===== config.mk =====
export PLATFORM = sky130hd
export DESIGN_NAME = data_pack_flat
export DESIGN_NICKNAME = d
export VERILOG_FILES = /design/src/rtl/data_pack_if.sv /design/src/rtl/data_pack.sv /design/src/flat_wrapper.sv
export SDC_FILE = /design/constraint.sdc
export NUM_CORES = 1
export LEC_CHECK = 0
export BUFFER_PORTS_ARGS = -buffer_cell sky130_fd_sc_hd__buf_2
export CAP_MARGIN = 20
export CORE_MARGIN = 2
export CORE_UTILIZATION = 60
export CTS_BUF_LIST = sky130_fd_sc_hd__clkbuf_8
export DETAILED_ROUTE_END_ITERATION = 10
export GPL_TIMING_DRIVEN = 0
export PLACE_DENSITY = 0.78
export SLEW_MARGIN = 15
export SYNTH_ARGS = -nofsm -noshare
export SYNTH_HDL_FRONTEND = slang
export SYNTH_SLANG_ARGS = --single-unit
export TNS_END_PERCENT = 5

===== constraint.sdc =====
create_clock -name clk -period 4.4 [get_ports clk]
set_clock_uncertainty 0.1 [all_clocks]
set_input_delay 1.32 -clock clk [delete_from_list [all_inputs] [get_ports clk]]
set_output_delay 1.32 -clock clk [all_outputs]
set_load 0.005 [all_outputs]

===== src/rtl/data_pack_if.sv =====
// Stream bundle for data_pack: IN_W-bit value stream in, OUT_W-bit word stream out.
// err_out exists only when DATA_PACK_ERR_EN is defined.
interface data_pack_if #(
  parameter int IN_W  = 7,
  parameter int OUT_W = 32
);
  logic             valid_in;
  logic             ready_out;
  logic [IN_W-1:0]  data_in;
  logic             sop_in;
  logic             eop_in;
  logic             valid_out;
  logic             ready_in;
  logic [OUT_W-1:0] data_out;
  logic             sop_out;
  logic             eop_out;
`ifdef DATA_PACK_ERR_EN
  logic             err_out;

  modport slave (
    input  valid_in, data_in, sop_in, eop_in, ready_in,
    output ready_out, valid_out, data_out, sop_out, eop_out, err_out
  );
  modport master (
    output valid_in, data_in, sop_in, eop_in, ready_in,
    input  ready_out, valid_out, data_out, sop_out, eop_out, err_out
  );
`else
  modport slave (
    input  valid_in, data_in, sop_in, eop_in, ready_in,
    output ready_out, valid_out, data_out, sop_out, eop_out
  );
  modport master (
    output valid_in, data_in, sop_in, eop_in, ready_in,
    input  ready_out, valid_out, data_out, sop_out, eop_out
  );
`endif
endinterface


===== src/rtl/data_pack.sv =====
// Transmit-side packer: IN_W-bit values LSB-first into OUT_W-bit words with sop/eop framing.
// Optional DATA_PACK_ERR_EN adds err_out and restarts a packet on an unexpected sop_in.
module data_pack #(
  parameter int IN_W  = 7,
  parameter int OUT_W = 32
) (
  input  logic       clk,
  input  logic       rst_n,
  data_pack_if.slave bus
);
  localparam int AW = OUT_W + IN_W - 1;
  localparam int CW = $clog2(OUT_W);
  localparam int SW = $clog2(OUT_W + IN_W);

  localparam logic [1:0] IDLE  = 2'd0;
  localparam logic [1:0] PACK  = 2'd1;
  localparam logic [1:0] FLUSH = 2'd2;

  logic [1:0]       state_q, state_d;
  logic [AW-1:0]    acc_q, acc_d, ins;
  logic [CW-1:0]    cnt_q, cnt_d;
  logic             first_q, first_d;
  logic             run_q;
  logic             valid_q, sop_q, eop_q;
  logic [OUT_W-1:0] data_q;

  logic [SW-1:0]    cnt_x, sum;
  logic             word_full, restart, would_emit, out_free, ready, accept;
  logic             emit, emit_sop, emit_eop;
  logic [OUT_W-1:0] emit_data;

  assign cnt_x     = SW'(cnt_q);
  assign sum       = cnt_x + SW'(IN_W);
  assign word_full = (sum >= SW'(OUT_W));

`ifdef DATA_PACK_ERR_EN
  assign restart = (state_q == PACK) & bus.sop_in;
`else
  assign restart = 1'b0;
`endif

  // In IDLE (or on a restart) only a sop+eop value produces a word; in PACK it depends on the fill level.
  assign would_emit = ((state_q == PACK) & word_full)
                    | (bus.sop_in & bus.eop_in & ((state_q == IDLE) | restart));
  assign out_free   = !valid_q | bus.ready_in;
  assign ready      = run_q & (state_q != FLUSH) & !(!out_free & would_emit);
  assign accept     = bus.valid_in & ready;

  always_comb begin
    ins = acc_q;
    ins[cnt_x +: IN_W] = bus.data_in;
  end

  always_comb begin
    // NOTE: every signal gets a default first so no path leaves it unassigned (no latch).
    state_d   = state_q;
    acc_d     = acc_q;
    cnt_d     = cnt_q;
    first_d   = first_q;
    emit      = 1'b0;
    emit_data = '0;
    emit_sop  = 1'b0;
    emit_eop  = 1'b0;
    if (state_q == FLUSH) begin
      if (out_free) begin
        emit      = 1'b1;
        emit_data = acc_q[OUT_W-1:0];
        emit_sop  = first_q;
        emit_eop  = 1'b1;
        acc_d     = '0;
        cnt_d     = '0;
        first_d   = 1'b0;
        state_d   = IDLE;
      end
    end else if (accept) begin
      if ((state_q == IDLE) || restart) begin
        if (bus.sop_in && bus.eop_in) begin
          emit      = 1'b1;
          emit_data = OUT_W'(bus.data_in);
          emit_sop  = 1'b1;
          emit_eop  = 1'b1;
          acc_d     = '0;
          cnt_d     = '0;
          first_d   = 1'b0;
          state_d   = IDLE;
        end else if (bus.sop_in) begin
          acc_d   = AW'(bus.data_in);
          cnt_d   = CW'(IN_W);
          first_d = 1'b1;
          state_d = PACK;
        end
      end else begin
        if (word_full) begin
          emit      = 1'b1;
          emit_data = ins[OUT_W-1:0];
          emit_sop  = first_q;
          first_d   = 1'b0;
          acc_d     = ins >> OUT_W;
          cnt_d     = CW'(sum - SW'(OUT_W));
        end else begin
          acc_d = ins;
          cnt_d = CW'(sum);
        end
        if (bus.eop_in) begin
          if (sum == SW'(OUT_W)) begin
            emit_eop = 1'b1;
            state_d  = IDLE;
          end else begin
            state_d = FLUSH;
          end
        end
      end
    end
  end

  always_ff @(posedge clk or negedge rst_n) begin
    // NOTE: every register, including the accumulator, is reset so an aborted packet leaves no residue.
    if (!rst_n) begin
      state_q <= IDLE;
      acc_q   <= '0;
      cnt_q   <= '0;
      first_q <= 1'b0;
      run_q   <= 1'b0;
    end else begin
      // NOTE: non-blocking assignments so all state updates see the pre-edge values.
      state_q <= state_d;
      acc_q   <= acc_d;
      cnt_q   <= cnt_d;
      first_q <= first_d;
      run_q   <= 1'b1;
    end
  end

  // Single-entry output register; holds its word while the consumer stalls.
  always_ff @(posedge clk or negedge rst_n) begin
    if (!rst_n) begin
      valid_q <= 1'b0;
      data_q  <= '0;
      sop_q   <= 1'b0;
      eop_q   <= 1'b0;
    end else if (emit) begin
      valid_q <= 1'b1;
      data_q  <= emit_data;
      sop_q   <= emit_sop;
      eop_q   <= emit_eop;
    end else if (bus.ready_in) begin
      valid_q <= 1'b0;
    end
  end

`ifdef DATA_PACK_ERR_EN
  logic err_q, err_d;

  assign err_d = accept & (restart | ((state_q == IDLE) & bus.eop_in & !bus.sop_in));

  always_ff @(posedge clk or negedge rst_n) begin
    if (!rst_n) err_q <= 1'b0;
    else        err_q <= err_d;
  end

  assign bus.err_out = err_q;
`endif

  assign bus.ready_out = ready;
  assign bus.valid_out = valid_q;
  assign bus.data_out  = data_q;
  assign bus.sop_out   = sop_q;
  assign bus.eop_out   = eop_q;
endmodule

===== src/flat_wrapper.sv =====
// flat-port wrapper written by rule: the top's interface ports become plain ports
module data_pack_flat 
#(
  parameter int IN_W  = 7,
  parameter int OUT_W = 32
)
  (clk, rst_n, bus_valid_in, bus_data_in, bus_sop_in, bus_eop_in, bus_ready_in, bus_ready_out, bus_valid_out, bus_data_out, bus_sop_out, bus_eop_out);
  data_pack_if #(.IN_W(IN_W), .OUT_W(OUT_W)) bus_i ();
  input  logic clk;
  input  logic rst_n;
  input wire logic [$bits(bus_i.valid_in)-1:0] bus_valid_in;
  input wire logic [$bits(bus_i.data_in)-1:0] bus_data_in;
  input wire logic [$bits(bus_i.sop_in)-1:0] bus_sop_in;
  input wire logic [$bits(bus_i.eop_in)-1:0] bus_eop_in;
  input wire logic [$bits(bus_i.ready_in)-1:0] bus_ready_in;
  output wire logic [$bits(bus_i.ready_out)-1:0] bus_ready_out;
  output wire logic [$bits(bus_i.valid_out)-1:0] bus_valid_out;
  output wire logic [$bits(bus_i.data_out)-1:0] bus_data_out;
  output wire logic [$bits(bus_i.sop_out)-1:0] bus_sop_out;
  output wire logic [$bits(bus_i.eop_out)-1:0] bus_eop_out;
  assign bus_i.valid_in = bus_valid_in;
  assign bus_i.data_in = bus_data_in;
  assign bus_i.sop_in = bus_sop_in;
  assign bus_i.eop_in = bus_eop_in;
  assign bus_i.ready_in = bus_ready_in;
  assign bus_ready_out = bus_i.ready_out;
  assign bus_valid_out = bus_i.valid_out;
  assign bus_data_out = bus_i.data_out;
  assign bus_sop_out = bus_i.sop_out;
  assign bus_eop_out = bus_i.eop_out;
  data_pack #(.IN_W(IN_W), .OUT_W(OUT_W)) u_core (.clk(clk), .rst_n(rst_n), .bus(bus_i));
endmodule

---- Word level (Yosys, flattened, before mapping) ----
Index checks and enable logic that the tools add are counted.
storage, ports and cells
  register bits ........................... 82
  word-level logic and storage cells ...... 96
cells by class
  $add $sub $neg .......................... 3
  $lt $le $gt $ge ......................... 1
  equal/unequal tests ..................... 6
  shift operators ......................... 2
  multiplexer cells ....................... 54
  bitwise operators ....................... 9
  reduce and logical (&&, ||, !) cells .... 12
operators by type and width
  kind                    count
  $mux 38                 7
  $mux 32                 5
  $bwmux 38               1
  $shift 7x8->38 const A  1
  $shiftx 7x8->38         1
  $mux 5                  7
  $mux 1                  25
  $mux 2                  8
  $neg 5->8               1
  $reduce_and 4->1        2
  $and 1x1->1             7
  $mux 7                  1
  $add 5x3->6 const B     1
  $eq 6x6->1 const B      1
  $ge 6x6->1 const B      1
  $reduce_bool 3->1       2
  $sub 5x1->5 const B     1
  $ne 4x3->1 const B      1
  $reduce_bool 2->1       2
  $logic_not 1->1         3
  $reduce_and 3->1        1
  $eq 2x1->1 const B      1
  $eq 2x2->1 const B      1
  $logic_not 2->1         1
  4 further kinds         5

---- Logic depth before layout (Yosys ltp) ----
  depth in word-level cells ............... 11
  depth in mapped cells ................... 15
  mapped depth without buffers ............ 10

---- Worst setup path after synthesis ----
OpenSTA, ideal clock, no wires.
  kind .................................... input to output
  start point ............................. in bus_eop_in
  end point ............................... out bus_ready_out
  arrival ................................. 2.025 ns
  required time ........................... 2.980 ns
  setup slack ............................. 0.955 ns
  stages .................................. 4
  buffers on the path ..................... 1
  path through ............................ clkbuf_1 > a311o_1 > o21ai_0 > and2_1
between the ends
  cells in the longest elaborated chain, start to end .. 6
ends and longest elaborated chain
  element                   RTL line            RTL
  from (decl)               flat_wrapper.sv:14  input wire logic [$bits(bus_i.eop_in)-1:0] bus_eop_in;
  $and 1x1->1 (2 in a row)  data_pack.sv:44     | (bus.sop_in & bus.eop_in & ((state_q == IDLE) | restart));
  $or 1x1->1                data_pack.sv:44
  $and 1x1->1               data_pack.sv:46     assign ready = run_q & (state_q != FLUSH) & !(!out_free & would_emit);
  $logic_not 1->1           data_pack.sv:46
  $and 1x1->1               data_pack.sv:46
  to (decl)                 flat_wrapper.sv:16  output wire logic [$bits(bus_i.ready_out)-1:0] bus_ready_out;
No other way between the ends.

---- Worst setup path after layout ----
  start point ............................. reg u_core.cnt_q[0]
  end point ............................... reg u_core.acc_q[4]
between the ends
  cells in the longest elaborated chain, start to end .. 10
  elaborated cells between the ends (all ways) .. 18
ends and longest elaborated chain
  element                             RTL line          RTL
  from (decl)                         data_pack.sv:21   logic [CW-1:0] cnt_q, cnt_d;
  from (signal assigned)              data_pack.sv:128  cnt_q <= cnt_d;
  $add 5x3->6                         data_pack.sv:33   assign sum = cnt_x + SW'(IN_W);
  $ge 6x6->1                          data_pack.sv:34   assign word_full = (sum >= SW'(OUT_W));
  $and 1x1->1                         data_pack.sv:43   assign would_emit = ((state_q == PACK) & word_full)
  $or 1x1->1                          data_pack.sv:44
  $and 1x1->1                         data_pack.sv:46
  $logic_not 1->1                     data_pack.sv:46
  $and 1x1->1                         data_pack.sv:46
  $and 1x1->1                         data_pack.sv:47   assign accept = bus.valid_in & ready;
  $reduce_bool 2->1 (no source line)  -
  $reduce_and 3->1 (no source line)   -
  to (signal assigned)                data_pack.sv:120  acc_q <= '0;
  to (signal assigned)                data_pack.sv:127  acc_q <= acc_d;
  to (decl)                           data_pack.sv:20   logic [AW-1:0] acc_q, acc_d, ins;
Several ways; a longest one is shown, not always the timed one. The select of a mux whose other input is x is not followed.
A chain may end at the register's enable or synchronous reset.

==> out/metrics.sh <==
MULTIPLEXER_FRACTION_OF_THE_SYNTHESIZED_CELL_AREA=0.0622
POSTLAYOUTCOREUTIL=0.683
CLK_LATENCY_PS=380
GLOBALPLACE.CONGESTION=1.08
POST_DRT_VIA_CELL_RATIO=7.42
ROUTE.DETAILED.DRC=0
FINAL_MAX_SLEW_VIOL_COUNT=0
DETAILEDPLACE.WORSTSLACK_PS=-170
SYNTHADDERAREAFRAC=0.00889
TIMING.HOLD.WORST.CLASS='register to register'
DIE_WIDTH_UM=101
DIE_AREA_MM2=0.0102
START_UTIL=0.615
REG2REG_FROM='u_core.cnt_q[0]'
PLACEMENT_ROWS=35
HOLD-PATH-CELL-COUNT=2
CLKPWRFRAC=0.143
PATH_MAX_FANOUT=10
SLEW_HR=0.254
COMBPWRFRAC=0.623
PLACE_HPWL_UM=15600
SYNTH.DISTINCT_CELLS=93
GRT_PASS1_VIAS=5397
RSZ_0062_RAISED_AFTER_GLOBAL_ROUTING='no'
WORST_SETUP_HOLD_PATH_CLK_SLEW_PS=110
CLKSINKCOUNT=82
SETUP.WORST_PATH.CLASS='register to register'
DRT_PRE_ANTENNA_ITERS=6
SYNTH_XOR_AREA_FRAC=0.00311
DRT_ITER0_MARKERS=742
FILL_CELLS=749
INTERNAL_POWER_mW=2.24
HOLD_VIOL=0
SYNTHSIMPLEGATEAREAFRAC=0.199
RATIO_OF_CELLS_WITH_DRIVE_ABOVE_1_IN_THE_FINAL_LAYOUT=0.189
WORST_SLEW_PIN_SLEW_PS=1120
SYN_AVG_CELL_AREA_UM2=8.93
YS_WARN_COUNT=0
FINAL.HOLD.WORST_SLACK_PS=388
TIMING.REG2REG.SETUP_SLACK_PS=130
SYNTH_FP_NETS=647
POST_CTS.REPAIR.SETUP_BUFFERS=0
FIN_WS_PS=130
AVGROUTEDWIREPERCELL_UM=26.0
ROUTE.FINAL.WIRE_LENGTH_UM=20900
BOUNDARYPINS=49
SYNTH-EDFF-COUNT=0
FRACTION_OF_THE_MAPPED_NETLIST_AREA_IN_COMPOUND_GATES=0.305
YS_SEQ_ELEMENTS=82
MAXIMUM_LEVEL_OF_THE_CTS_H_TREE=3
MIN_TO='u_core.acc_q[36]'
PIN_COUNT_OF_THE_BIGGEST_NET_ENTERING_GLOBAL_ROUTING=44
CTS-BUFFERS-INSERTED=9
POWER_LEAKAGE_nW=2.67
SYN-CELL-AREA_MM2=0.00563
R2R_END='u_core.acc_q[4]'
IR_WORST_VDD_mV=0.357
N_ANTENNA_CELL=0
GRT_PASS1_WL_UM=31700
ANTENNA_FOUND_INITIAL=0
CLOCKROOTBUFFER='sky130_fd_sc_hd__clkbuf_8'
GRT.OVERFLOW.TOTAL=0
CTS_TREE='yes'
FIN_CRIT_SH=0.970
DIE_HEIGHT_UM=101
DR_TOTAL_VIAS=5962
POWER.SHARE.SEQUENTIAL=0.234
SYN_TO_FINAL_GROWTH_PCT=11.1
CTSLONGESTPATHBUFFERS=2
TIMING.FINAL.SETUP_VIOLATIONS=0
TRACK_USAGE=0.418
NET-SWITCHING-POWER_mW=2.46
TOTALPOWERFINAL_mW=4.70
TYPE_OF_ELEMENT_CAPTURING_THE_CRITICAL_PATH='register'
SYNTH_SEQ_AREA_SHARE=0.365
TIMING.CRITICAL_PATH.REQUIRED_PS=4540
SYNTHCELLS=630
FINAL_ANTENNA_NET_COUNT=0
HOLD_PATH.STARTPOINT='u_core.acc_q[36]'
ACHIEVABLE_FREQ_MHz=234
PORT_BUFS=46
POWER_DENSITY_mW_PER_MM2=751
FIN_CRIT_PS=4270
FIN_NETS=705
DESIGN.CORE.AREA_MM2=0.00915
SWITCHING_SHARE_OF_POWER=0.523
CRIT_PATH_START_KIND='register'
MAX_CAP_VIOLS=0
FF2FF_PATH_DEPTH=13
ASYNC_S_R_FF_SHARE_SYNTH=1.00
TIMING.CRITICAL_PATH.ARRIVAL_PS=4410
COMBINATIONAL_FAMILY_WITH_THE_MOST_AREA_AFTER_SYNTHESIS='compound AO/OA/AOI/OAI gates'
SYNTH-MAIN-FF-CELL='sky130_fd_sc_hd__dfrtp_1'
RUN_STATUS='finished clean'
==> state kept, by name, indices dropped and copies added (netlist names) <==
register,cells
u_core.bus.sop_out,1
u_core.bus.valid_out,1
u_core.first_q,1
u_core.state_q,2
u_core.run_q,1
u_core.cnt_q,5
u_core.bus.data_out,32
u_core.acc_q,38
u_core.bus.eop_out,1
==> placed cells by master (no fill, tap or decap), types with 4 or more instances in the layout <==
cell                        count
sky130_fd_sc_hd__dfrtp_1       82
sky130_fd_sc_hd__buf_2         60
sky130_fd_sc_hd__o21ai_0       60
sky130_fd_sc_hd__nand2_1       51
sky130_fd_sc_hd__a21oi_1       47
sky130_fd_sc_hd__nor2_1        36
sky130_fd_sc_hd__mux2i_1       26
sky130_fd_sc_hd__nand3_1       24
sky130_fd_sc_hd__nor3_1        20
sky130_fd_sc_hd__clkbuf_1      18
sky130_fd_sc_hd__inv_1         17
sky130_fd_sc_hd__a22o_1        17
sky130_fd_sc_hd__a22oi_1       15
sky130_fd_sc_hd__nor2b_1       10
sky130_fd_sc_hd__a31oi_1       10
sky130_fd_sc_hd__a32o_1         9
sky130_fd_sc_hd__clkbuf_8       9
sky130_fd_sc_hd__buf_4          8
sky130_fd_sc_hd__o22ai_1        8
sky130_fd_sc_hd__o211ai_1       8
sky130_fd_sc_hd__nand2b_1       7
sky130_fd_sc_hd__mux2_2         6
sky130_fd_sc_hd__or3_1          6
sky130_fd_sc_hd__o21ai_1        6
sky130_fd_sc_hd__and3_1         6
sky130_fd_sc_hd__a222oi_1       6
sky130_fd_sc_hd__nand4_1        5
sky130_fd_sc_hd__o31ai_1        5
sky130_fd_sc_hd__buf_6          4
sky130_fd_sc_hd__o2bb2ai_1      4
sky130_fd_sc_hd__a32oi_1        4
sky130_fd_sc_hd__o221ai_1       4
sky130_fd_sc_hd__a21o_1         4
sky130_fd_sc_hd__ha_1           4
==> cell type report <==
type / instances / area [um2] / share of cell area
tap: 111 / 139 / 0.0222
sequential: 82 / 2050 / 0.328
buffer: 46 / 250 / 0.0400
multi-input combinational: 483 / 3260 / 0.521
timing repair buffer: 48 / 258 / 0.0412
clock inverter: 7 / 108 / 0.0172
inverter: 18 / 67.6 / 0.0108
clock buffer: 9 / 124 / 0.0198
==> routing by layer <==
metal	part of all wire	up-vias	track usage
met5	0	-	0
met4	0.056	0	0.205
met3	0.13	101	0.103
met2	0.42	503	0.608
met1	0.39	2826	0.583
li1	-	2532	-
==> stage by stage <==
step / cells / setup TNS, ps / area, um2
after floorplan: 630 / 0 / 5630
after global placement: 787 / -141 / 6000
after detailed placement: 789 / -170 / 6020
after CTS: 805 / 0 / 6260
after global routing: 804 / 0 / 6250
final: 804 / 0 / 6250
==> cells in the mapped netlist, types with 4 or more instances <==
| master | count | share of area |
|---|---|---|
| sky130_fd_sc_hd__a22o_1 | 17 | 0.026 |
| sky130_fd_sc_hd__buf_6 | 4 | 0.0080 |
| sky130_fd_sc_hd__o221ai_1 | 4 | 0.0062 |
| sky130_fd_sc_hd__nand2b_1 | 7 | 0.0078 |
| sky130_fd_sc_hd__mux2_2 | 6 | 0.012 |
| sky130_fd_sc_hd__a32oi_1 | 4 | 0.0062 |
| sky130_fd_sc_hd__a32o_1 | 9 | 0.016 |
| sky130_fd_sc_hd__nor2b_1 | 10 | 0.011 |
| sky130_fd_sc_hd__dfrtp_1 | 82 | 0.36 |
| sky130_fd_sc_hd__nand2_1 | 51 | 0.034 |
| sky130_fd_sc_hd__o21ai_1 | 5 | 0.0044 |
| sky130_fd_sc_hd__nand3_1 | 24 | 0.021 |
| sky130_fd_sc_hd__or3_1 | 6 | 0.0067 |
| sky130_fd_sc_hd__inv_1 | 17 | 0.011 |
| sky130_fd_sc_hd__a22oi_1 | 15 | 0.020 |
| sky130_fd_sc_hd__a31oi_1 | 10 | 0.011 |
| sky130_fd_sc_hd__o31ai_1 | 5 | 0.0067 |
| sky130_fd_sc_hd__buf_4 | 7 | 0.0093 |
| sky130_fd_sc_hd__and3_1 | 6 | 0.0067 |
| sky130_fd_sc_hd__nor3_1 | 20 | 0.018 |
| sky130_fd_sc_hd__ha_1 | 4 | 0.0089 |
| sky130_fd_sc_hd__a21o_1 | 4 | 0.0053 |
| sky130_fd_sc_hd__a21oi_1 | 47 | 0.042 |
| sky130_fd_sc_hd__o2bb2ai_1 | 4 | 0.0062 |
| sky130_fd_sc_hd__buf_2 | 14 | 0.012 |
| sky130_fd_sc_hd__nand4_1 | 5 | 0.0056 |
| sky130_fd_sc_hd__o21ai_0 | 61 | 0.054 |
| sky130_fd_sc_hd__a222oi_1 | 6 | 0.011 |
| sky130_fd_sc_hd__clkbuf_1 | 20 | 0.013 |
| sky130_fd_sc_hd__nor2_1 | 36 | 0.024 |
| sky130_fd_sc_hd__o22ai_1 | 8 | 0.0089 |
| sky130_fd_sc_hd__o211ai_1 | 8 | 0.011 |
| sky130_fd_sc_hd__mux2i_1 | 26 | 0.046 |
==> critical path: stages, from the launching register on <==
cell and delay, ps:
sky130_fd_sc_hd__dfrtp_1 480, sky130_fd_sc_hd__buf_4 240, sky130_fd_sc_hd__buf_4 210, sky130_fd_sc_hd__inv_1 240, sky130_fd_sc_hd__ha_1 230, sky130_fd_sc_hd__clkbuf_1 320, sky130_fd_sc_hd__inv_1 110, sky130_fd_sc_hd__ha_1 330
sky130_fd_sc_hd__buf_2 240, sky130_fd_sc_hd__clkinv_1 310, sky130_fd_sc_hd__nor3_1 600, sky130_fd_sc_hd__mux2_2 440, sky130_fd_sc_hd__a22oi_1 160, sky130_fd_sc_hd__a31oi_1 110
==> cells by family (layout without fill, tap and decap cells) <==
| logic type | after synthesis | in the layout |
|---|---|---|
| AO/OA/AOI/OAI | 244 | 244 |
| AND/OR/NAND/NOR | 199 | 199 |
| flip-flops | 82 | 82 |
| buffers and inverters | 65 | 128 |
| multiplexers | 33 | 33 |
| adder cells (fa/ha/maj) | 4 | 4 |
| XOR/XNOR | 2 | 2 |
| other | 1 | 1 |
==> how the worst max path moves through the flow <==
stage | from | endpoint | slack [ps]
after global routing | u_core.cnt_q[0] | u_core.acc_q[4] | 3
after CTS | u_core.cnt_q[0] | u_core.acc_q[2] | 50
after detailed placement | u_core.cnt_q[0] | u_core.acc_q[2] | -170
after floorplan | bus_eop_in | bus_ready_out | 950
final | u_core.cnt_q[0] | u_core.acc_q[4] | 130
after global placement | u_core.cnt_q[0] | u_core.acc_q[2] | -140
==> power groups by stage <==
stage	combinational (mW)	sequential, mW	clock (mW)
after detailed placement	2.78	1.11	0
after CTS	2.80	1.09	0.666
after floorplan	1.92	1.08	0
after global placement	2.75	1.09	0
final	2.93	1.10	0.672
after global routing	3.07	1.12	0.692
==> what timing repair did <==
action | 4_1_cts | 5_1_grt
pin swaps | 0 | 0
setup endpoints to repair | 3 | 13
hold buffers | 0 | 0
resized for setup | 1 | 3
(Power assumes the default switching activity.)
